<file path="src/rtl/ysyx_rf_scoreboard.sv">
// ysyx_rf_scoreboard
//   Pending-write table for the IDU RAW hazard check. Every accepted issue that
//   writes a register bumps that register's outstanding-write counter. A WBU
//   commit retires one write. Speculative issues are also counted in a
//   per-register speculative counter. That counter is cleared when the branch
//   resolves. On a flush, its count is subtracted from the total.
//
//   Optional feature macro: YSYX_SCOREBOARD_COUNT_EN
//     defined   -> counters are CNT_W bits wide (multiple outstanding writes,
//                  WAW back-to-back issue allowed).
//     undefined -> counters are 1 bit wide (a second write to a busy register
//                  stalls unless that register commits in the same cycle).
//
//   Ports
//     clk, rst                 clock, synchronous active-high reset
//     issue_valid/wen/rd/spec  issue side from the IDU
//     issue_ready              combinational accept for issue_rd
//     commit_valid/rd          writeback commit from the WBU
//     resolve, flush           branch outcome (flush wins if both are set)
//     rs1, rs2 -> rs1_busy/rs2_busy  source queries (registered state only)
//     rf_table                 bit r set while register r has a pending write
//     spec_pending             some speculative entry is outstanding
//
//   Handshake: an issue is taken on the rising edge when issue_valid,
//   issue_wen and issue_ready are all high, flush is low and issue_rd != 0.
//   issue_ready never depends on issue_valid.
module ysyx_rf_scoreboard #(
   parameter int NR_REG = 16,
   parameter int CNT_W  = 2
) (
   input  logic              clk,
   input  logic              rst,
   input  logic              issue_valid,
   input  logic              issue_wen,
   input  logic [3:0]        issue_rd,
   input  logic              issue_spec,
   output logic              issue_ready,
   input  logic              commit_valid,
   input  logic [3:0]        commit_rd,
   input  logic              resolve,
   input  logic              flush,
   input  logic [3:0]        rs1,
   input  logic [3:0]        rs2,
   output logic              rs1_busy,
   output logic              rs2_busy,
   output logic [NR_REG-1:0] rf_table,
   output logic              spec_pending
);

`ifdef YSYX_SCOREBOARD_COUNT_EN
   localparam int CW = CNT_W;
`else
   localparam int CW = 1;
`endif

   localparam logic [CW-1:0] CNT_MAX  = '1;
   localparam logic [CW-1:0] CNT_ZERO = '0;
   localparam logic [CW-1:0] CNT_ONE  = CW'(1);

   logic [CW-1:0] cnt      [NR_REG];
   logic [CW-1:0] scnt     [NR_REG];
   logic [CW-1:0] cnt_nxt  [NR_REG];
   logic [CW-1:0] scnt_nxt [NR_REG];

   logic issue_acc;
   logic commit_act;

   // A full counter can still take an issue if the same register retires a
   // write this cycle: the increment and decrement cancel.
   assign issue_ready = (issue_rd == 4'd0)
                      | (cnt[issue_rd] != CNT_MAX)
                      | (commit_valid & (commit_rd == issue_rd));

   assign issue_acc  = issue_valid & issue_wen & issue_ready & ~flush & (issue_rd != 4'd0);
   assign commit_act = commit_valid & (commit_rd != 4'd0);

   always_comb begin
      for (int r = 0; r < NR_REG; r++) begin
         cnt_nxt[r]  = cnt[r];
         scnt_nxt[r] = scnt[r];
         // Flush removes the speculative writes first. Resolve only clears
         // the speculative tag, so a new speculative issue that arrives with
         // resolve still counts as speculative.
         if (flush) begin
            cnt_nxt[r]  = cnt[r] - scnt[r];
            scnt_nxt[r] = CNT_ZERO;
         end else if (resolve) begin
            scnt_nxt[r] = CNT_ZERO;
         end
         // A commit with nothing left to retire is a protocol error; hold at 0.
         if (commit_act && (commit_rd == 4'(r)) && (cnt_nxt[r] != CNT_ZERO)) begin
            cnt_nxt[r] = cnt_nxt[r] - CNT_ONE;
         end
         if (issue_acc && (issue_rd == 4'(r))) begin
            cnt_nxt[r] = cnt_nxt[r] + CNT_ONE;
            if (issue_spec) begin
               scnt_nxt[r] = scnt_nxt[r] + CNT_ONE;
            end
         end
         if (r == 0) begin
            cnt_nxt[r]  = CNT_ZERO;
            scnt_nxt[r] = CNT_ZERO;
         end
      end
   end

   always_ff @(posedge clk) begin
      for (int r = 0; r < NR_REG; r++) begin
         if (rst) begin
            cnt[r]  <= CNT_ZERO;
            scnt[r] <= CNT_ZERO;
         end else begin
            cnt[r]  <= cnt_nxt[r];
            scnt[r] <= scnt_nxt[r];
         end
      end
   end

   always_comb begin
      rf_table     = '0;
      spec_pending = 1'b0;
      for (int r = 0; r < NR_REG; r++) begin
         rf_table[r]  = (cnt[r] != CNT_ZERO);
         spec_pending = spec_pending | (scnt[r] != CNT_ZERO);
      end
   end

   assign rs1_busy = rf_table[rs1];
   assign rs2_busy = rf_table[rs2];

endmodule
</file>
<file path="config.mk">
export PLATFORM = sky130hd
export DESIGN_NAME = ysyx_rf_scoreboard
export DESIGN_NICKNAME = d
export VERILOG_FILES = /design/src/rtl/ysyx_rf_scoreboard.sv
export SDC_FILE = /design/constraint.sdc
export NUM_CORES = 1
export LEC_CHECK = 0
export BUFFER_PORTS_ARGS = -buffer_cell sky130_fd_sc_hd__clkbuf_2
export CAP_MARGIN = 10
export CORE_MARGIN = 3
export CORE_UTILIZATION = 41
export DETAILED_ROUTE_END_ITERATION = 7
export SETUP_SLACK_MARGIN = 0.5
export SYNTH_ARGS = -nofsm -noshare
export SYNTH_HDL_FRONTEND = slang
export SYNTH_SLANG_ARGS = --single-unit
</file>
<file path="constraint.sdc">
create_clock -name clk -period 2.14 [get_ports clk]
set_input_delay 0.321 -clock clk [delete_from_list [all_inputs] [get_ports clk]]
set_output_delay 0.321 -clock clk [all_outputs]
set_load 0.05 [all_outputs]
</file>
==> impl_metrics.py <==
metrics = {
    "critical_path": {
        "cpMostUsedCell": "mux4_2",
        "required_ns": 1.82,
        "critPathKind": "flop to output pin",
        "crit_chain": "buf_6 > mux4_2 > mux4_2 > clkbuf_16",
        "cp-start-kind": "flop",
        "end_kind": "output pin",
        "rr_worst_depth": 6,
        "cp_max_fo": 3,
        "crit_slowest_cell": "mux4_2",
        "crit_arrival_ns": 1.90,
        "slowest_delay_ns": 0.50,
    },
    "global_routing": {
        "antenna_found_initial": 0,
        "grt.overflow.total": 0,
        "grt_max_degree": 39,
        "grt_usage_pct": 24.8,
        "grt_pass1_wl_um": 12400,
        "grt_pass1_vias": 2380,
    },
    "sta": {
        "setup_ws_ns": -0.0796,
        "maxSlewHeadroom_pct": 49.4,
        "fin_skew_ns": 0.00817,
        "period_share_pct": 104,
        "setup_viol": 2,
        "hold_violations": 0,
        "slew_violations": 0,
        "worst_pin_slew_ns": 0.759,
        "max_freq_mhz": 451,
        "period_needed_ns": 2.22,
        "hold_ws_ns": 0.527,
        "rsz0062_at_grt": "yes",
    },
    "clock_tree": {
        "worst_skew_pair.late_latency_ns": 0.29,
        "htreeDepth": 2,
        "cts_tree": "built",
        "clk_path_buf_depth": 2,
        "root_buffer": "clkbuf_8",
        "cts.reportedPaths.clkPinSlew_ns": 0.07,
        "cts-buffers-inserted": 5,
        "cts_sinks": 30,
    },
    "floorplan": {
        "die_w_um": 82.4,
        "coreArea_um2": 5570,
        "dieHeight_um": 82.4,
        "die_area_um2": 6790,
        "num_rows": 27,
        "io_pins": 44,
        "initial_utilization_pct": 43.0,
    },
    "route": {
        "wirelength_um": 8040,
        "vias": 2441,
        "firstDrtPassIters": 4,
        "drt_iter0_drc": 140,
        "ant_nets": 0,
        "wl_per_cell_um": 18.9,
        "route.detailed.drc": 0,
        "viasPerCell": 5.73,
    },
    "placement": {
        "dpl_worst_slack_ns": -0.285,
        "portBuffers": 42,
        "place.detailed.hpwl_um": 5540,
        "place_congestion": 0.897,
        "placed_cells": 400,
    },
    "status": {
        "violations": "negative setup slack",
        "status": "finished, violations left",
    },
    "synth": {
        "netlist_instances": 279,
        "synthArstFlopShare_pct": 0,
        "ys.flop_type": "dfxtp_1",
        "synth.avg_cell_area_um2": 8.58,
        "syn_nets": 303,
        "ys_seq_area_share_pct": 25.1,
        "ys_seq_elements": 30,
        "synth.cell_area_um2": 2390,
        "synth.yosys.warnings": 0,
        "synth_cell_type_count": 43,
        "synth_edf_count": 0,
    },
    "hold_path": {
        "holdCritPathClass": "primary input to flop",
        "min_path_cells": 3,
    },
    "power_and_ir_drop": {
        "internal-power_mw": 0.960,
        "p_leak_nw": 1.38,
        "p_seq_share_pct": 40.0,
        "swShare_pct": 31.6,
        "clock_power_share_pct": 34.8,
        "netSwitchingPower_mw": 0.444,
        "powerDensity_nw_per_um2": 380,
        "combPwrFrac_pct": 25.2,
        "ir_drop_mv": 0.322,
    },
    "layout": {
        "fillerInstances": 439,
        "multiInputGateArea_um2": 2030,
        "regArea_um2": 621,
        "area_growth_syn_to_layout_pct": 54.2,
        "drive_above_1_share_pct": 53.7,
        "final_nets": 377,
        "final_cell_count_no_fill": 426,
        "antenna_cells": 0,
    },
    "flow_run": {
        "maxCapViolCount": 0,
    },
}
[worst max-delay path, delay by kind of cell, from the launching register on]
family	cells	cell delay [ns]
multiplexers	2	0.98
flip-flops	1	0.33
buffers and inverters	2	0.30
[area by class of cell]
type / instances / area share, %
multi-input cells: 212 / 55.0
repair buffers: 102 / 23.0
flip-flops and latches: 30 / 16.8
well taps: 72 / 2.44
clock buffers: 6 / 2.24
clock inverters: 2 / 0.339
inverters: 2 / 0.203
[stage by stage]
| stage | power, mW | utilization, % | TNS, ns | area (um2) |
|---|---|---|---|---|
| after floorplan | 0.747 | - | 0 | 2570 |
| after global placement | 0.840 | 52.8 | -3.07 | 2950 |
| after detailed placement | 0.844 | 52.8 | -4.18 | 2950 |
| after CTS | 1.39 | 64.1 | -0.108 | 3570 |
| after global routing | 1.46 | 66.3 | -0.174 | 3690 |
| final | 1.40 | 66.3 | -0.0955 | 3690 |
[final timing paths]
kind / from / endpoint / slack [ns]
worst max-delay path: cnt[15]$_SDFF_PP0_ / rs1_busy / -0.08
worst min-delay path: rst / scnt[0][7]$_SDFF_PP0_ / 0.53
worst max register to register: cnt[14]$_SDFF_PP0_ / scnt[1][6]$_SDFF_PP0_ / 0.09
worst min register to register: cnt[2]$_SDFF_PP0_ / cnt[2]$_SDFF_PP0_ / 0.61
[state kept, by name (all words and copies together) (netlist names)]
name	count
scnt	15
cnt	15
[kinds of logic (layout without fill, tap and decap cells)]
| logic type | after synthesis | count (layout) | synth area share, % |
|---|---|---|---|
| simple gates | 97 | 97 | 19.2 |
| other cells | 1 | 1 | 0.157 |
| flops | 30 | 30 | 25.1 |
| compound gates | 66 | 66 | 19.8 |
| buf+inv | 37 | 112 | 9.46 |
| xor+xnor | 18 | 18 | 6.58 |
| mux | 30 | 30 | 19.7 |
[per-layer routing]
layer | GRT usage (%) | share of wire (%) | up-vias | routed length, um
met4 | 7.48 | 1.4 | 0 | 114
met1 | 34.4 | 43 | 1201 | 3470
met2 | 39.0 | 49 | 74 | 3970
li1 | - | - | 1154 | -
met3 | 4.34 | 6.1 | 12 | 487
met5 | 0 | 0 | - | 0
[placed cells by master (no fill, tap or decap), types with 2 or more instances in the layout]
cell       netlist  layout
a21oi_1         18      15
a31oi_4          0       3
o22ai_2          0       3
buf_12           0       3
buf_6            3      17
o22ai_1         12       9
nor4_4           0       3
nand3b_1         3       3
xnor2_1         12      12
xor2_2           0       2
mux4_2           9      11
a21o_1           3       3
buf_8            0       5
nand2_1         41      39
a2111oi_4        0       9
a311o_1          3       2
clkbuf_8         0       6
nand2_4          0       2
dfxtp_2          0      10
inv_1            2       2
o21ai_0         14      14
mux2_2          13       2
mux2_4           1      16
xor2_1           6       3
nand2b_1         6       6
nor2_1          18      17
nor4_1           7       4
or3_1            6       6
a21oi_4          0       4
buf_4           17      39
dfxtp_4          0       2
nor3_1           7       7
clkbuf_16        0       2
dfxtp_1         30      18
clkbuf_2         1      36
[power by group through the flow]
stage               logic (mW)  registers, mW  clock network, mW
floorplan                0.171          0.576                  0
global placement         0.264          0.576                  0
detailed placement       0.268          0.575                  0
CTS                      0.333          0.562              0.498
global route             0.374          0.561              0.522
finish                   0.353          0.561              0.489
[cells in the mapped netlist, types with 4 or more instances]
| cell type | n | area [um2] |
|---|---|---|
| nand2_1 | 41 | 154 |
| xnor2_1 | 12 | 105 |
| or3_1 | 6 | 37.5 |
| mux4_2 | 9 | 203 |
| clkbuf_1 | 11 | 41.3 |
| nor4_1 | 7 | 43.8 |
| buf_4 | 17 | 128 |
| nor2_1 | 18 | 67.6 |
| nand2b_1 | 6 | 37.5 |
| mux2_2 | 13 | 146 |
| a2111oi_1 | 8 | 80.1 |
| o21ai_0 | 14 | 70.1 |
| xor2_1 | 6 | 52.6 |
| dfxtp_1 | 30 | 601 |
| o22ai_1 | 12 | 75.1 |
| mux2_1 | 4 | 45.0 |
| nor3_1 | 7 | 35.0 |
| a21oi_1 | 18 | 90.1 |
[what timing repair did]
item,4_1_cts,5_1_grt
setup buffers,11,7
hold buffers,0,0
pin swaps,27,14
setup endpoints to repair,34,34
gates resized for setup,82,20
(Power assumes the default switching activity.)
